$ cat src/rtl/pwm_dac_pkg.sv
// pwm_dac_pkg
// Shared definitions for the multi-channel PWM volume DAC.
//   ramp_dir_e    : which way a channel level moves at the next boundary
//   period_ok     : the PWM period must cover at least two clock cycles
//   channels_ok   : 1..MAX_CHANNELS outputs
//   step_ok       : a ramp step of zero would never converge
//   clamp_step    : limits the ramp step to the full-scale level so that the
//                   (DATA_WIDTH+1)-bit ramp arithmetic never sees a truncated step
package pwm_dac_pkg;

  typedef enum logic [1:0] {
    RAMP_HOLD = 2'b00,
    RAMP_UP   = 2'b01,
    RAMP_DOWN = 2'b10
  } ramp_dir_e;

  localparam int MIN_PWM_PERIOD = 2;
  localparam int MAX_CHANNELS   = 8;

  function automatic bit period_ok(input int period);
    return period >= MIN_PWM_PERIOD;
  endfunction

  function automatic bit channels_ok(input int channels);
    return (channels >= 1) && (channels <= MAX_CHANNELS);
  endfunction

  function automatic bit step_ok(input int step);
    return step >= 1;
  endfunction

  function automatic bit count_width_ok(input int count_width, input int period);
    return count_width >= $clog2(period);
  endfunction

  // A step larger than full scale behaves exactly like a full-scale step,
  // because every move is clamped to the effective target anyway.
  function automatic int clamp_step(input int step, input int data_width);
    int full_scale;
    full_scale = (2 ** data_width) - 1;
    return (step > full_scale) ? full_scale : step;
  endfunction

endpackage

$ cat src/rtl/pwm_dac_channel.sv
// pwm_dac_channel
// One PWM channel: shadow target register, linear ramp toward the effective
// target (one step per PWM period), duty compare and registered output.
//   clk       : system clock
//   resetn    : asynchronous reset, active high
//   counter   : shared period counter from the top level
//   boundary  : high in the last cycle of each period (counter = PERIOD-1)
//   target    : this channel's target slice
//   load      : captures target into the shadow register
//   mute      : forces the effective target to zero (through the ramp)
//   pwm_out   : registered PWM output
//   mismatch  : level differs from the effective target (combinational)
module pwm_dac_channel
  import pwm_dac_pkg::*;
#(
  parameter int DATA_WIDTH  = 8,
  parameter int COUNT_WIDTH = 7,
  parameter int RAMP_STEP   = 1
) (
  input  logic                   clk,
  input  logic                   resetn,
  input  logic [COUNT_WIDTH-1:0] counter,
  input  logic                   boundary,
  input  logic [DATA_WIDTH-1:0]  target,
  input  logic                   load,
  input  logic                   mute,
  output logic                   pwm_out,
  output logic                   mismatch
);

  localparam int CMP_WIDTH = (COUNT_WIDTH > DATA_WIDTH) ? COUNT_WIDTH : DATA_WIDTH;
  localparam logic [DATA_WIDTH:0] STEP_EXT =
    (DATA_WIDTH+1)'(clamp_step(RAMP_STEP, DATA_WIDTH));

  logic [DATA_WIDTH-1:0] shadow_q, shadow_d;
  logic [DATA_WIDTH-1:0] level_q, level_d;
  logic                  mute_q, mute_d;
  logic                  pwm_q, pwm_d;

  logic [DATA_WIDTH-1:0] eff_target;
  logic [DATA_WIDTH:0]   level_ext;
  logic [DATA_WIDTH:0]   eff_ext;
  logic [DATA_WIDTH:0]   gap;
  ramp_dir_e             dir;
  logic [CMP_WIDTH-1:0]  cnt_cmp;
  logic [CMP_WIDTH-1:0]  lvl_cmp;

  // Mute is registered so that, like load, a change sampled on the boundary
  // edge only influences the following boundary.
  always_comb begin
    eff_target = mute_q ? '0 : shadow_q;
    level_ext  = {1'b0, level_q};
    eff_ext    = {1'b0, eff_target};
    dir        = RAMP_HOLD;
    gap        = '0;
    if (level_ext < eff_ext) begin
      dir = RAMP_UP;
      gap = eff_ext - level_ext;
    end else if (level_ext > eff_ext) begin
      dir = RAMP_DOWN;
      gap = level_ext - eff_ext;
    end
  end

  // When the remaining gap exceeds the step, level+step stays below the target
  // (and level-step stays above it), so the truncation back to DATA_WIDTH
  // cannot wrap.
  always_comb begin
    shadow_d = load ? target : shadow_q;
    mute_d   = mute;
    level_d  = level_q;
    if (boundary) begin
      case (dir)
        RAMP_UP:   level_d = (gap <= STEP_EXT) ? eff_target
                                               : DATA_WIDTH'(level_ext + STEP_EXT);
        RAMP_DOWN: level_d = (gap <= STEP_EXT) ? eff_target
                                               : DATA_WIDTH'(level_ext - STEP_EXT);
        default:   level_d = level_q;
      endcase
    end
    cnt_cmp = CMP_WIDTH'(counter);
    lvl_cmp = CMP_WIDTH'(level_q);
    pwm_d   = (cnt_cmp < lvl_cmp);
  end

  always_ff @(posedge clk or posedge resetn) begin
    if (resetn) begin
      shadow_q <= '0;
      level_q  <= '0;
      mute_q   <= 1'b0;
      pwm_q    <= 1'b0;
    end else begin
      shadow_q <= shadow_d;
      level_q  <= level_d;
      mute_q   <= mute_d;
      pwm_q    <= pwm_d;
    end
  end

  assign pwm_out  = pwm_q;
  assign mismatch = (dir != RAMP_HOLD);

endmodule

$ cat src/rtl/pwm_dac_ramp.sv
// pwm_dac_ramp
// Multi-channel PWM volume DAC with period-synchronous ramped level updates.
// Holds the shared period counter, the period_start pulse and the busy
// reduction; each channel's ramp and compare live in pwm_dac_channel.
//   clk           : system clock
//   resetn        : asynchronous reset, active high
//   target        : packed per-channel targets, channel i at [i*DATA_WIDTH +: DATA_WIDTH]
//   load          : per-channel shadow-register capture strobe
//   mute          : level-sensitive; ramps every channel toward zero while high
//   pwm_out       : registered PWM outputs
//   period_start  : high in the cycle the period counter is 0
//   busy          : registered OR of per-channel level/target mismatch
module pwm_dac_ramp
  import pwm_dac_pkg::*;
#(
  parameter int SYS_FREQ_HZ = 1000,
  parameter int PWM_FREQ    = 10,
  parameter int PWM_PERIOD  = SYS_FREQ_HZ / PWM_FREQ,
  parameter int COUNT_WIDTH = $clog2(PWM_PERIOD),
  parameter int DATA_WIDTH  = 8,
  parameter int CHANNELS    = 2,
  parameter int RAMP_STEP   = 1
) (
  input  logic                           clk,
  input  logic                           resetn,
  input  logic [CHANNELS*DATA_WIDTH-1:0] target,
  input  logic [CHANNELS-1:0]            load,
  input  logic                           mute,
  output logic [CHANNELS-1:0]            pwm_out,
  output logic                           period_start,
  output logic                           busy
);

  if (!period_ok(PWM_PERIOD)) begin : g_bad_period
    $error("pwm_dac_ramp: PWM_PERIOD must be at least 2");
  end
  if (!channels_ok(CHANNELS)) begin : g_bad_channels
    $error("pwm_dac_ramp: CHANNELS must be in 1..8");
  end
  if (!step_ok(RAMP_STEP)) begin : g_bad_step
    $error("pwm_dac_ramp: RAMP_STEP must be at least 1");
  end
  if (!count_width_ok(COUNT_WIDTH, PWM_PERIOD)) begin : g_bad_count_width
    $error("pwm_dac_ramp: COUNT_WIDTH too narrow for PWM_PERIOD");
  end

  localparam logic [COUNT_WIDTH-1:0] CNT_LAST = COUNT_WIDTH'(PWM_PERIOD - 1);

  logic [COUNT_WIDTH-1:0] cnt_q, cnt_d;
  logic                   busy_q, busy_d;
  logic                   boundary;
  logic [CHANNELS-1:0]    mismatch;

  always_comb begin
    boundary = (cnt_q == CNT_LAST);
    cnt_d    = boundary ? '0 : cnt_q + COUNT_WIDTH'(1);
    busy_d   = |mismatch;
  end

  always_ff @(posedge clk or posedge resetn) begin
    if (resetn) begin
      cnt_q  <= '0;
      busy_q <= 1'b0;
    end else begin
      cnt_q  <= cnt_d;
      busy_q <= busy_d;
    end
  end

  // The counter already sits at 0 during reset; gating with reset keeps the
  // pulse low while held and lets it fire in the first cycle after release.
  assign period_start = (cnt_q == '0) & ~resetn;
  assign busy         = busy_q;

  for (genvar i = 0; i < CHANNELS; i++) begin : g_ch
    pwm_dac_channel #(
      .DATA_WIDTH (DATA_WIDTH),
      .COUNT_WIDTH(COUNT_WIDTH),
      .RAMP_STEP  (RAMP_STEP)
    ) u_ch (
      .clk     (clk),
      .resetn  (resetn),
      .counter (cnt_q),
      .boundary(boundary),
      .target  (target[i*DATA_WIDTH +: DATA_WIDTH]),
      .load    (load[i]),
      .mute    (mute),
      .pwm_out (pwm_out[i]),
      .mismatch(mismatch[i])
    );
  end

endmodule
$ cat config.mk
export PLATFORM = sky130hd
export DESIGN_NAME = pwm_dac_ramp
export DESIGN_NICKNAME = d
export VERILOG_FILES = /design/src/rtl/pwm_dac_pkg.sv /design/src/rtl/pwm_dac_channel.sv /design/src/rtl/pwm_dac_ramp.sv
export SDC_FILE = /design/constraint.sdc
export NUM_CORES = 1
export LEC_CHECK = 0
export BUFFER_PORTS_ARGS = -buffer_cell sky130_fd_sc_hd__clkbuf_2
export CAP_MARGIN = 0
export CORE_MARGIN = 2
export CORE_UTILIZATION = 25
export DETAILED_ROUTE_END_ITERATION = 12
export RECOVER_POWER = 100
export SYNTH_ARGS = -nofsm -noshare
export SYNTH_HDL_FRONTEND = slang
export SYNTH_HIERARCHICAL = 1
export SYNTH_SLANG_ARGS = --single-unit
export TNS_END_PERCENT = 20
$ cat constraint.sdc
create_clock -name clk -period 3 [get_ports clk]
set_input_delay 0.3 -clock clk [delete_from_list [all_inputs] [get_ports clk]]
set_output_delay 0.3 -clock clk [all_outputs]
set_load 0.05 [all_outputs]
[Word level (Yosys, flattened, before mapping)]
Index checks and enable logic that the tools add are counted.
Word-level totals
  register bits after elaboration: 43
  bits of input ports: 21
  output and inout bits: 4
Operators by class
  $add $sub $neg: 9
  order comparisons: 8
  eq/ne operators: 5
  multiplexer cells: 17
  bitwise operators: 2
  reductions and logical operators: 8
Operator list (number)
  $mux 8: 6
  $mux 9: 4
  $sub 8x8->9: 4
  $pmux 8 s2: 2
  $le 9x1->1 const B: 2
  $add 8x1->8 const B: 2
  $gt 8x8->1: 2
  $lt 7x8->1: 2
  $lt 8x8->1: 2
  $sub 8x1->8 const B: 2
  $mux 2: 4
  $reduce_bool 2->1: 4
  $add 7x1->7 const B: 1
  $eq 7x7->1 const B: 1
  $logic_not 7->1: 1
  $mux 7: 1
  $eq 2x1->1 const B: 2
  $eq 2x2->1 const B: 2
  $reduce_and 2->1: 2
  $reduce_or 2->1: 1
  $and 1x1->1: 1
  $not 1->1: 1

[Logic depth before layout (Yosys ltp)]
  depth in word-level cells: 7
  depth in mapped cells: 15
  mapped depth without buffers: 13

[Cells and area by module]
The synthesis kept the hierarchy.
By module, submodules not included
  pwm_dac_channel (g_ch[0].u_ch): instances 1, cells each 242, area each 2077.0 sq um
  pwm_dac_channel (g_ch[1].u_ch): instances 1, cells each 238, area each 2023.2 sq um
  pwm_dac_ramp: instances 1, cells each 38, area each 390.4 sq um

[Worst setup path after synthesis]
Ideal clock, no wire load.
  path kind: flip-flop to flip-flop
  from: register g_ch[1].u_ch.mute_q
  to: register g_ch[1].u_ch.level_q[3]
  setup time: 0.138 ns
  data arrival time: 2.884 ns
  required time: 2.862 ns
  slack: -0.023 ns
  stages on the path, launching flop included: 13
  buffers on the path: 1
  cell sequence: dfrtp_1 > nand2b_1 > ha_1 > fa_1 > nand2b_4 > or3_1 > a211oi_2 > o221ai_1 > o41a_1 > nor2_4 > buf_6 > nand3b_1 > o2111ai_1
Between the ends
  word-level cells in the longest chain between the ends: 7
  elaborated cells between the ends (all ways): 17
  classes of those cells: 2 x add/sub; 3 x order compare; 2 x eq/ne; 8 x mux; 2 x reduce/logical
Ends and longest elaborated chain
  start, declared: RTL line pwm_dac_channel.sv:37  | logic mute_q, mute_d;
  start signal, assigned: RTL line pwm_dac_channel.sv:95  | mute_q <= mute_d;
  $mux 8 (*): RTL line pwm_dac_channel.sv:51  | eff_target = mute_q ? '0 : shadow_q;
  $sub 8x8->9 or $gt 8x8->1 (tied branches): RTL line pwm_dac_channel.sv:61, pwm_dac_channel.sv:59
  $mux 9 or $mux 2 (tied branches): RTL line pwm_dac_channel.sv:59  | end else if (level_ext > eff_ext) begin
  $mux 9 or $mux 2 (tied branches): RTL line pwm_dac_channel.sv:56  | if (level_ext < eff_ext) begin
  $le 9x1->1 (tied with other cells): RTL line pwm_dac_channel.sv:74, pwm_dac_channel.sv:76
  $mux 8 (tied with other cells): RTL line pwm_dac_channel.sv:76  | RAMP_DOWN: level_d = (gap <= STEP_EXT) ? eff_target
  $pmux 8 s2 or $reduce_and 2->1 (tied branches)
  end signal, assigned: RTL line pwm_dac_channel.sv:94  | level_q <= level_d;
  end, declared: RTL line pwm_dac_channel.sv:36  | logic [DATA_WIDTH-1:0] level_q, level_d;
Every way passes the cells marked *; elsewhere a longest branch is shown, timed or not.
A chain may end at the register's enable or synchronous reset.

[Worst setup path in the final report]
  from: register g_ch[1].u_ch.mute_q
  to: register g_ch[1].u_ch.level_q[6]
Same word-level chain as after synthesis.

==> summary.md <==
| Metric | Value |
|---|---|
| Buffers on Ports | `24` |
| Post-Synthesis Net Count | `593` |
| Final worst slack | `-0.178 ns` |
| Comb pwr share | `about 34%` |
| Design area | `around 0.006 mm2` |
| Die height | `about 140 um` |
| RR Startpoint | `g_ch[1].u_ch/mute_q$_DFF_PP0_` |
| CP startpoint kind | `register` |
| Htree depth | `2` |
| Ports | `25` |
| Core box area | `0.0178 mm2` |
| Remaining DRCs | `0` |
| Endpoint class of the critical path | `register` |
| Root buffer cell | `clkbuf_16` |
| DR pass1 iterations | `5` |
| First DRT Iteration DRCs | `309` |
| Final clock period utilization by the worst path | `106%` |
| Reg clk slew, reported paths | `about 0.060 ns` |
| FF+latch area | `0.00110 mm2` |
| Die Footprint | `0.0191 mm2` |
| WHS Path Cells | `1` |
| Largest net degree at the start of global routing | `19` |
| Share of layout cells above drive strength 1 | `32.0%` |
| Final Hold Fails | `0` |
| Hold Path Origin | `mute` |
| Area post-placement | `~0.0054 mm2` |
| Vias in the first global route | `between 4000 and 5000` |
| Leakage | `about 2.6 nW` |
| Reg2Reg Depth | `13` |
| Register area share after synthesis | `24.5%` |
| Synth warn | `6` |
| Initial antenna violation count | `0` |
| Chip Width | `around 140 um` |
| Fill cells | `around 1800` |
| CTS buffer count | `5` |
| Post-Route Utilization | `33.6%` |
| Final Max Tran Viols | `0` |
| WL/cell | `around 15 um` |
| Switching part of the total | `29.3%` |
| Violated checks | `negative setup slack` |
| CTS tree | `yes` |
| Top cell type's share of synthesized area | `roughly 25%` |
| HP Class | `primary input to register` |
| Starting density of the core | `around a quarter` |
| Vias per cell | `approximately 4.9` |
| Slew HR | `about half` |
| TritonCTS Sinks | `44` |
| Internal power | `1.33 mW` |
| Worst vdd ir | `approximately 0.00024 V` |
| Post-synthesis register bit count | `44` |
| RSZ-0062 raised after global routing | `true` |
| Clock Power Share | `approximately a third` |
| Synth Flop Type | `dfrtp_1` |
| DR vias | `~4200` |
| Antenna Nets Post-Route | `0` |
| Top-count cell post-synth | `inv_1` |
| Switching power total | `~550 uW` |
| Slew @ Worst Pin | `0.740 ns` |
| Aggregate routed wire length | `around 12000 um` |
| Layout area overhead | `32.9%` |
| Post-synthesis cell count | `518` |
| DPL Wire Length | `between 9000 and 10000 um` |
| Worst-path fanout max | `5` |
| Endpoint arrival time on the critical path | `roughly 3.4 ns` |
| Floorplan row count | `slightly below 50` |
| Unique masters post-synth | `73` |
| Clock Tree Buf Depth | `2` |
| Worst skew pair latency | `between 0.2 and 0.3 ns` |
| Fin nets | `roughly 700` |
| GPL Wtd Cong | `approximately 0.87` |
| RR Endpoint | `g_ch[1].u_ch/level_q[6]$_DFFE_PP0P_` |
| Footprint of the multi-input gates | `~0.0034 mm2` |
| Top cells by area, synth | `dfrtp_1 (25%), ha_1 (14%), inv_1 (4.3%), mux2_2 (4.0%), nand2b_1 (3.2%)` |
| Reg power frac | `between 30% and 40%` |
| Total GRT Usage | `between 10 and 15%` |
| Hold endpoint | `g_ch[1].u_ch/mute_q$_DFF_PP0_` |
| Fmax | `between 0.3 and 0.4 GHz` |
| Max-cap violations | `0` |
| Syn_area_per_cell | `between 8 and 9 um2` |
| Setup-failing EPs final | `11` |
| Antenna Cells | `0` |
| Gr ovfl total | `0` |
| R2R setup slack | `-0.18 ns` |
| Dominant cell type by area after synthesis | `dfrtp_1` |
| Final min period | `between 3 and 4 ns` |
| Status | `finished with violations` |
| Final Skew | `approximately 0.0074 ns` |
| Critical path class | `register to register` |
| Critical Path RT | `3.20 ns` |
| Post-synth EDFFs | `0` |
| Post-synth ARST share | `100%` |
| Dpl ws | `-0.196 ns` |
| Synth cell count leaders | `inv_1 (51), ha_1 (50), dfrtp_1 (44)` |
| Post-Syn Area | `0.00449 mm2` |
| Pwr Density | `between 300 and 400 mW/mm2` |
| Global-route wire length before repair | `20700 um` |
per-layer routing:
layer	up-vias	global-route usage [%]	wire [um]
li1	2088	-	-
met1	1974	17.3	5850
met2	86	22.3	6010
met3	16	1.80	422
met4	0	2.69	154
met5	-	0	0
registers in the layout, indices dropped and copies added, names as in the netlist:
name and cells:
g_ch.u_ch/shadow_q 16, busy 1, cnt_q 7, g_ch.u_ch/mute_q 2, g_ch.u_ch/level_q 16, g_ch.u_ch/pwm_out 2
layout make-up:
type                       count  area share [%]
clock buffer                   5            2.10
multi-input combinational    403            56.6
tap                          229            4.80
clock inverter                 1           0.503
sequential                    44            18.5
inverter                      51            3.25
timing repair buffer         115            14.3
power by group through the flow:
stage | clock network [mW] | registers (mW) | logic, mW
2_1_floorplan | 0 | 0.636 | 0.364
3_3_place_gp | 0 | 0.642 | 0.519
3_5_place_dp | 0 | 0.642 | 0.521
4_1_cts | 0.619 | 0.633 | 0.601
5_1_grt | 0.641 | 0.638 | 0.697
6_report | 0.605 | 0.635 | 0.639
how the worst max path moves through the flow:
stage                                                to  cells past startpoint                                start
floorplan           g_ch[1].u_ch/level_q[3]$_DFFE_PP0P_                     12        g_ch[1].u_ch/mute_q$_DFF_PP0_
global placement    g_ch[1].u_ch/level_q[5]$_DFFE_PP0P_                     14  g_ch[1].u_ch/level_q[0]$_DFFE_PP0P_
detailed placement  g_ch[0].u_ch/level_q[2]$_DFFE_PP0P_                     12        g_ch[0].u_ch/mute_q$_DFF_PP0_
CTS                 g_ch[1].u_ch/level_q[3]$_DFFE_PP0P_                     13        g_ch[1].u_ch/mute_q$_DFF_PP0_
global route        g_ch[1].u_ch/level_q[5]$_DFFE_PP0P_                     13        g_ch[1].u_ch/mute_q$_DFF_PP0_
finish              g_ch[1].u_ch/level_q[6]$_DFFE_PP0P_                     13        g_ch[1].u_ch/mute_q$_DFF_PP0_
layout by cell type (no fill, tap or decap), drive strengths merged, types with 5 or more instances in the layout:
master,count
a211o,5
a211oi,6
a21o,16
a21oi,24
a31oi,9
and3,6
buf,88
clkbuf,31
dfrtp,44
ha,50
inv,51
mux2,16
mux2i,6
nand2,26
nand2b,24
nand3,25
nand3b,10
nand4,5
nor2,32
nor3,8
nor4,10
o2111ai,10
o21a,7
o21ai,26
or3,5
or4,11
xor2,7
worst max-delay path, stage by stage, from the launching register on:
cell       delay (ns)
dfrtp_1          0.40
nand2b_4         0.17
ha_4             0.16
fa_2             0.33
nand2b_4         0.16
or3_4            0.38
a211oi_2         0.19
o221ai_1         0.16
o41a_1           0.46
nor2_4           0.17
buf_4            0.16
buf_16           0.11
nand3_1          0.10
o2111ai_2        0.13
cell families after synthesis:
| family | after synthesis | share of synthesized area (%) |
|---|---|---|
| compound gates | 131 | 21.3 |
| buf+inv | 71 | 7.13 |
| mux | 22 | 5.35 |
| fa+ha+maj | 54 | 15.7 |
| xor+xnor | 11 | 2.15 |
| simple gates | 185 | 23.9 |
| flops | 44 | 24.5 |
through the flow:
stage	total power, mW	hold WS [ns]	instances	TNS [ns]
2_1_floorplan	1.00	0.116	518	0
3_3_place_gp	1.16	0.295	830	-1.80
3_5_place_dp	1.16	0.290	830	-2.11
4_1_cts	1.85	0.177	846	-0.871
5_1_grt	1.98	0.199	848	-3.36
6_report	1.88	0.204	848	-1.25
repair_timing:
item | CTS | global route
hold endpoints to repair | 8 | 0
pin swaps | 23 | 10
hold buffers | 1 | 0
gates resized for setup | 48 | 22
setup buffers | 8 | 3
gates cloned | 1 | 0
endpoints found under the setup margin | 16 | 16
Note: power is estimated with default switching activity, not from simulation.
